`src/rtl/sa_pkg.sv`:
```
// Shared types for the systolic-array feeder: default geometry, lane and
// skew-slot payloads, and the feeder sequencing states.
package sa_pkg;

  localparam int unsigned SA_N      = 4;
  localparam int unsigned SA_DATA_W = 8;
  localparam int unsigned SA_LEN_W  = 4;

  typedef logic [SA_DATA_W-1:0] lane_t;

  typedef struct packed {
    logic  valid;
    lane_t data;
  } skew_slot_t;

  typedef enum logic [1:0] {
    IDLE  = 2'd0,
    LOAD  = 2'd1,
    DRAIN = 2'd2,
    DONE  = 2'd3
  } feeder_state_t;

endpackage

```
`src/rtl/flex_counter.sv`:
```
// Up-counter with synchronous clear and programmable rollover.
// Ports:
//   clk, n_rst      - clock, async active-low reset
//   i_clear         - synchronous clear to 0 (priority over enable)
//   i_count_enable  - advance the count this cycle
//   i_rollover_val  - count wraps to 1 after reaching this value
//   o_count         - current count
module flex_counter #(
  parameter int unsigned SIZE = 4
) (
  input  logic            clk,
  input  logic            n_rst,
  input  logic            i_clear,
  input  logic            i_count_enable,
  input  logic [SIZE-1:0] i_rollover_val,
  output logic [SIZE-1:0] o_count
);

  logic [SIZE-1:0] r_count;
  logic [SIZE-1:0] w_count_next;

  // Next count: clear wins, then wrap-or-increment when enabled.
  always_comb begin
    w_count_next = r_count;
    if (i_clear) begin
      w_count_next = '0;
    end else if (i_count_enable) begin
      w_count_next = (r_count == i_rollover_val) ? SIZE'(1) : r_count + SIZE'(1);
    end
  end

  always_ff @(posedge clk or negedge n_rst) begin
    if (!n_rst) begin
      r_count <= '0;
    end else begin
      r_count <= w_count_next;
    end
  end

  assign o_count = r_count;

endmodule

```
`src/rtl/sa_skew_feeder.sv`:
```
// Feeds one tile of N-lane activation vectors into the systolic array with a
// staircase skew: lane i is delayed i cycles more than lane 0.
// Ports:
//   clk, n_rst          - clock, async active-low reset
//   start, tile_len     - begin a tile of tile_len beats (sampled in IDLE)
//   in_valid, in_data   - upstream vector; lane i = in_data[i*DATA_W +: DATA_W]
//   in_ready            - a beat is accepted when in_valid & in_ready
//   out_valid, out_data - per-lane skewed stream into array row i
//   busy                - feeder is sequencing a tile
//   done                - one-cycle pulse once the tile has fully drained
module sa_skew_feeder
  import sa_pkg::*;
#(
  parameter int unsigned N      = SA_N,
  parameter int unsigned DATA_W = SA_DATA_W,
  parameter int unsigned LEN_W  = SA_LEN_W
) (
  input  logic                clk,
  input  logic                n_rst,
  input  logic                start,
  input  logic [LEN_W-1:0]    tile_len,
  input  logic                in_valid,
  input  logic [N*DATA_W-1:0] in_data,
  output logic                in_ready,
  output logic [N-1:0]        out_valid,
  output logic [N*DATA_W-1:0] out_data,
  output logic                busy,
  output logic                done
);

  typedef struct packed {
    logic              valid;
    logic [DATA_W-1:0] data;
  } slot_t;

  feeder_state_t    r_state;
  feeder_state_t    w_state_next;
  logic [LEN_W-1:0] r_len;
  logic [LEN_W-1:0] w_count;
  logic [LEN_W-1:0] w_rollover_val;
  logic             w_accept;
  logic             w_clear;
  logic             w_count_en;
  logic             w_len_load;
  logic             w_last_beat;
  logic             w_drain_end;

  assign w_accept = (r_state == LOAD) && in_valid;

  // The counter holds completed cycles of the current phase, so the phase
  // ends on the cycle that brings it to the target (count == target - 1 now).
  assign w_last_beat = w_accept && (w_count == r_len - LEN_W'(1));
  assign w_drain_end = (r_state == DRAIN) && (w_count == LEN_W'(N - 1));

  assign w_count_en     = w_accept || (r_state == DRAIN);
  assign w_rollover_val = (r_state == DRAIN) ? LEN_W'(N) : r_len;

  // One counter shared by LOAD (beats) and DRAIN (cycles).
  flex_counter #(
    .SIZE (LEN_W)
  ) u_counter (
    .clk            (clk),
    .n_rst          (n_rst),
    .i_clear        (w_clear),
    .i_count_enable (w_count_en),
    .i_rollover_val (w_rollover_val),
    .o_count        (w_count)
  );

  // State and latched tile length.
  always_ff @(posedge clk or negedge n_rst) begin
    if (!n_rst) begin
      r_state <= IDLE;
      r_len   <= '0;
    end else begin
      r_state <= w_state_next;
      if (w_len_load) begin
        r_len <= tile_len;
      end
    end
  end

  // Next-state and phase control.
  always_comb begin
    w_state_next = r_state;
    w_clear      = 1'b0;
    w_len_load   = 1'b0;
    case (r_state)
      IDLE: begin
        w_clear = 1'b1;
        if (start) begin
          w_len_load   = 1'b1;
          w_state_next = (tile_len == '0) ? DONE : LOAD;
        end
      end
      LOAD: begin
        if (w_last_beat) begin
          w_clear      = 1'b1;
          w_state_next = DRAIN;
        end
      end
      DRAIN: begin
        if (w_drain_end) begin
          w_state_next = DONE;
        end
      end
      DONE: begin
        w_state_next = IDLE;
      end
      default: begin
        w_state_next = IDLE;
      end
    endcase
  end

  assign in_ready = (r_state == LOAD);
  assign busy     = (r_state != IDLE);
  assign done     = (r_state == DONE);

  // Lane i: a free-running shift chain of i+1 slots; idle cycles shift in
  // zeroed bubbles so upstream gaps and drain both fall out naturally.
  for (genvar gi = 0; gi < N; gi++) begin : g_lane
    slot_t r_chain [0:gi];
    slot_t w_head;

    assign w_head.valid = w_accept;
    assign w_head.data  = w_accept ? in_data[gi*DATA_W +: DATA_W] : '0;

    always_ff @(posedge clk or negedge n_rst) begin
      if (!n_rst) begin
        for (int k = 0; k <= gi; k++) begin
          r_chain[k] <= '0;
        end
      end else begin
        r_chain[0] <= w_head;
        for (int k = 1; k <= gi; k++) begin
          r_chain[k] <= r_chain[k-1];
        end
      end
    end

    assign out_valid[gi]                    = r_chain[gi].valid;
    assign out_data[gi*DATA_W +: DATA_W]    = r_chain[gi].data;
  end

endmodule

```
`config.mk`:
```
export PLATFORM = sky130hd
export DESIGN_NAME = sa_skew_feeder
export DESIGN_NICKNAME = d
export VERILOG_FILES = /design/src/rtl/sa_pkg.sv /design/src/rtl/flex_counter.sv /design/src/rtl/sa_skew_feeder.sv
export SDC_FILE = /design/constraint.sdc
export NUM_CORES = 1
export LEC_CHECK = 0
export ABC_CLOCK_PERIOD_IN_PS = 3810
export BUFFER_PORTS_ARGS = -buffer_cell sky130_fd_sc_hd__buf_2
export CAP_MARGIN = 40
export CORE_AREA = 3 3 89 91
export DETAILED_ROUTE_END_ITERATION = 10
export DIE_AREA = 0 0 92 94
export PLACE_DENSITY = 0.66
export SLEW_MARGIN = 15
export SYNTH_ARGS = -nofsm -noshare
export SYNTH_HDL_FRONTEND = slang
export SYNTH_SLANG_ARGS = --single-unit
```
`constraint.sdc`:
```
create_clock -name clk -period 3.81 [get_ports clk]
set_input_delay 0.381 -clock clk [delete_from_list [all_inputs] [get_ports clk]]
set_output_delay 0.381 -clock clk [all_outputs]
set_load 0.01 [all_outputs]
```
# ---- Word-level counts from Yosys, hierarchy flattened
# Index checks and enable logic that the tools add are counted.
dict set report totals {
  ff_bits 94
  out_inout_bits 39
  wordCells 54
}
dict set report op_classes {
  add_sub_neg 2
  n_eq_ne 9
  n_mux 17
  reduce_logical 9
}
# cell n
set op_table {}
lappend op_table {{$mux W8} 4}
lappend op_table {{$mux W4} 4}
lappend op_table {{$eq A4 B4 Y1} 2}
lappend op_table {{$mux W2} 4}
lappend op_table {{$pmux W2 S4} 1}
lappend op_table {{$add A4 B1 Y4 const B} 1}
lappend op_table {{$eq A2 B2 Y1 const B} 2}
lappend op_table {{$eq A4 B2 Y1 const B} 1}
lappend op_table {{$logic_not A4 Y1} 1}
lappend op_table {{$ne A2 B2 Y1 const B} 2}
lappend op_table {{$reduce_bool A2 Y1} 2}
lappend op_table {{$sub A4 B1 Y4 const B} 1}
lappend op_table {{$logic_and A1 B1 Y1} 3}
lappend op_table {{$mux W1} 3}
lappend op_table {{$reduce_and A3 Y1} 1}
lappend op_table {{$eq A2 B1 Y1 const B} 1}
lappend op_table {{$logic_not A2 Y1} 1}
lappend op_table {{$ne A2 B1 Y1 const B} 1}
lappend op_table {{$pmux W1 S2} 1}
lappend op_table {{$logic_or A1 B1 Y1} 1}

# ---- Logic depth before layout (Yosys ltp)
dict set report logic_depth {
  word_depth 6
  depth_mapped 9
  mapped_depth_nobuf 8
}

# ---- Cells and area by module
# Synthesis repeated with hierarchy kept, for this count alone.
dict set report unflattened {
  cells_unflattened 222
  area_unflattened_um2 3263.1
}
# module instances cells_each area_each_um2 seq_area_each_um2
set modules_own_cells {}
lappend modules_own_cells {sa_skew_feeder 1 196 3012.9 2252.2}
lappend modules_own_cells {flex_counter 1 26 250.2 100.1}

# ---- Worst setup path before layout
# OpenSTA, ideal clock, no wires.
dict set report synth_timing {
  kind {register to register}
  start {register r_state[1]}
  end {register r_state[0]}
  arrival_ns 2.127
  t_required_ns 3.685
  slack_ns 1.558
  path_stages_with_launch 10
  period_less_slack_ns 2.252
  path_cell_list {dfrtp_1 inv_1 ha_1 nand2_1 inv_1 nand3_1 or3_1 buf_2 a221o_2 mux2_4}
}
# item line_no
set synth_lines {}
lappend synth_lines {{start: declaration} sa_skew_feeder.sv:36} ;# feeder_state_t r_state;
lappend synth_lines {{start signal: assignment} sa_skew_feeder.sv:76} ;# r_state <= w_state_next;

# ---- Worst setup path after layout
dict set report layout_timing {
  start {register r_len[0]}
  end {register r_state[0]}
}
dict set report layout_via {
  elab_chain_len 5
}
# item line_no
set layout_rtl {}
lappend layout_rtl {{start: declaration} sa_skew_feeder.sv:38} ;# logic [LEN_W-1:0] r_len;
lappend layout_rtl {{start signal: assignment} sa_skew_feeder.sv:78} ;# r_len <= tile_len;
lappend layout_rtl {{$sub A4 B1 Y4} sa_skew_feeder.sv:52} ;# assign w_last_beat = w_accept && (w_count == r_len - LEN_W'(1));
lappend layout_rtl {{$eq A4 B4 Y1} sa_skew_feeder.sv:52}
lappend layout_rtl {{$logic_and A1 B1 Y1} sa_skew_feeder.sv:52}
lappend layout_rtl {{$ne A2 B1 Y1 (no source line)} --}
lappend layout_rtl {{$reduce_and A3 Y1 (no source line)} --}
# No other way between the ends.
# A chain may end at the register's enable or synchronous reset.

==> results.cfg <==
[cells_and_area]
antenna_cells_inserted = 0
finish.utilization = 0.517
flow.area_growth_from_synthesis_pct = 15.1
multi_input_area_um2 = 623
post_route_cells_drive_above_1_share = 0.359
final_net_count = 326
register_area_mm2 = 0.00235
fill_cell_total_of_the_finished_layout = 653
finish.cell_count_without_fillers = 383
final_area_mm2 = 0.00373

[global_routing]
grtUsageMet3 = 0.0377
grt_start_max_net_pins = 69
grt_antenna_before_repair = 0
grt_pass1_wl_mm = 8.25
grt.met1_usage = 0.160
grt.met2_usage = 0.201
global_route.overflow_total = 0
track_usage = 0.127
global_route.peak_usage_layer = met2
first_global_vias = 1685

[pwr]
comb_power_share = 0.232
power_per_cell_area_mw_per_mm2 = 666
switching_share = 0.293
internal_power_mw = 1.76
clock_power_share = 0.258
power.static_leakage_nw = 2.12
sequentialPowerShare = 0.509
p_sw_uw = 727
worst_ir_drop_on_vdd_v = 0.000304
design_power_total_mw = 2.48

[synth]
syn_nets = 270
synth.ff_latch_count = 94
async_flop_share = 1.00
yosysWarningCount = 0
synth_top_flop_cell = sky130_fd_sc_hd__dfrtp_1
synth_edf_count = 0
synthesis.area_mm2 = 0.00324
synth-seq-area-share = 0.726
yosys_cell_types = 29
syn-instance-count = 224
synthesis.area_per_instance_um2 = 14.5

[sta]
worst_pin_slew_ns = 0.789
timing_hold_violations_final = 0
timing.slew.headroom = 0.474
worst_clock_skew_ns = 0.00954
timing.fmax_ghz = 0.437
setup_viol = 0
layout_worst_path_cycle_share = 0.601
final.setup.worst_slack_ns = 1.52
period_minus_slack_ns = 2.29
unrepaired_setup_endpoints_after_global_routing = false
fin_hold_ws_ns = 0.115
timing.setup.tns_ns = 0
final-max-slew-violation-count = 0

[setup_path]
path_buf_inv = 1
crit_path_slowest_cell = sky130_fd_sc_hd__or3_1
timing.critical_path.depth = 7
worstSetupEndpointType = register
max_stage_delay_ns = 0.46
timing.critical_path.required_ns = 4.04
cp_data_arrival_time_ns = 2.52
cp_cell_sequence = inv_1 > ha_1 > xor2_1 > nand3_1 > or3_1 > a221o_2 > mux2_4
setup.worst_path.start_class = register
critical_path_class = reg2reg
rr_worst_depth = 7
worst_path_dominant_cell_family = simple AND/OR/NAND/NOR gates
cp_max_fo = 6

[place]
placedCellCount = 368
place_area_mm2 = 0.00353
portBuffers = 78
placement.setup.worst_slack_ns = 1.42
gpl_wtd_cong = 0.753
hpwl_mm = 3.43

[floorplan]
die_outline_height_um = 94
die_area_mm2 = 0.00865
coreArea_mm2 = 0.00721
initial_core_util = 0.449
io-pin-count = 79
floorplan.die.width_um = 92
row_count = 31

[outcome]
outcome = finished clean

[clock_tree]
ctsHtreeMaxLevel = 3
cts_hold_repair_buffers = 0
post-cts-setup-buffer-count = 0
cts_root_buffer = sky130_fd_sc_hd__clkbuf_8
tritoncts.num_buffers = 9
clock_tree.buffer_depth = 2
clock_transition_at_the_register_clock_pins_on_the_worst_setup_and_hold_paths_after_cts_ns = 0.09
cts_sinks = 94
clk_latency_ns = 0.35
clock_tree_from_tritoncts = yes
cts-resized-gates = 0

[route]
wl_per_cell_um = 13.2
drc = 0
num_vias = 1719
drt-pass1-iter-count = 4
postRouteAntennaNets = 0
routed_wirelength_mm = 5.06
route.detailed.vias_per_inst = 4.49
drt_iter0_drc = 62

[run]
cap_viol_max_count = 0

[worst_hold_path]
worst_hold_path_type = in2async
## routing by layer
layer | up-vias | routed length, um
met1 | 830 | 2150
li1 | 825 | -
met4 | 0 | 71
met5 | - | 0
met3 | 6 | 291
met2 | 58 | 2550
## synthesized netlist by cell type (2+ instances only)
cell / n / area, um2
sky130_fd_sc_hd__nand2_1: 7 / 26.3
sky130_fd_sc_hd__a21oi_1: 2 / 10.0
sky130_fd_sc_hd__o21ai_0: 2 / 10.0
sky130_fd_sc_hd__inv_1: 7 / 26.3
sky130_fd_sc_hd__clkbuf_1: 6 / 22.5
sky130_fd_sc_hd__and3_1: 32 / 200
sky130_fd_sc_hd__dfrtp_1: 94 / 2350
sky130_fd_sc_hd__nor3_1: 3 / 15.0
sky130_fd_sc_hd__nand3_1: 2 / 10.0
sky130_fd_sc_hd__nor2_1: 8 / 30.0
sky130_fd_sc_hd__xnor2_1: 2 / 17.5
sky130_fd_sc_hd__ha_1: 6 / 75.1
sky130_fd_sc_hd__mux2_2: 4 / 45.0
sky130_fd_sc_hd__nand4_1: 2 / 12.5
sky130_fd_sc_hd__xor2_1: 5 / 43.8
sky130_fd_sc_hd__mux2i_1: 2 / 20.0
sky130_fd_sc_hd__buf_4: 28 / 210
## path summary, 6_finish.rpt
path / start / endpoint / slack, ns
worst min register to register: g_lane[2].r_chain[15] / out_data[22] / 0.35
worst max register to register: r_len[0] / r_state[0] / 1.52
worst max-delay path: r_len[0] / r_state[0] / 1.52
max in group asynchronous: n_rst / out_data[9] / 2.83
worst min-delay path: n_rst / out_data[23] / 0.11
min in group clk: tile_len[2] / r_len[2] / 0.27
## power by group through the flow
stage	Sequential, mW	Combinational [mW]	Clock [mW]
floorplan	1.27	0.456	0
global placement	1.28	0.565	0
detailed placement	1.29	0.582	0
CTS	1.27	0.585	0.658
global route	1.29	0.654	0.711
finish	1.27	0.577	0.642
## cells in the final DEF (no fill, tap or decap), drive strengths merged
cell      synthesis  final
dfrtp            94     94
and3             32     32
mux2i             2      2
buf              29     80
or3               1      1
o21ai             2      2
inv               7      8
a21oi             2      2
a32o              1      1
nor4b             1      1
nor2              8      8
nand4             2      2
a31oi             1      1
nor3b             1      1
or4               1      1
ha                6      6
a221o             1      1
clkinvlp          0      2
nand2             7      7
nand3             2      2
clkbuf            6     10
clkinv            0      1
xor2              5      5
nand4bb           1      1
xnor2             3      3
mux2              5      5
bufinv            0      1
nor3              3      3
o211ai            1      1
## kinds of logic (layout without fill, tap and decap cells)
group           after synthesis  after routing  synth area share
flops                        94             94             0.726
simple gates                 59             59             0.104
buf+inv                      42            102            0.0815
compound gates                8              8            0.0170
xor+xnor                      8              8            0.0239
mux                           7              7            0.0247
fa+ha+maj                     6              6            0.0232
## registers in the layout (all words and copies together), names as in the netlist
signal and cells:
g_lane.r_chain 51, out_data 32, r_len 4, u_counter.o_count 4, r_state 2, out_valid 1
## final cells by class
cell class / instances / area share
timing repair buffer: 80 / 0.109
clock buffer: 10 / 0.0369
sequential: 94 / 0.631
multi-input combinational: 88 / 0.167
tap: 99 / 0.0332
inverter: 7 / 0.00704
clock inverter: 5 / 0.0158
Note: power is estimated with default switching activity, not from simulation.
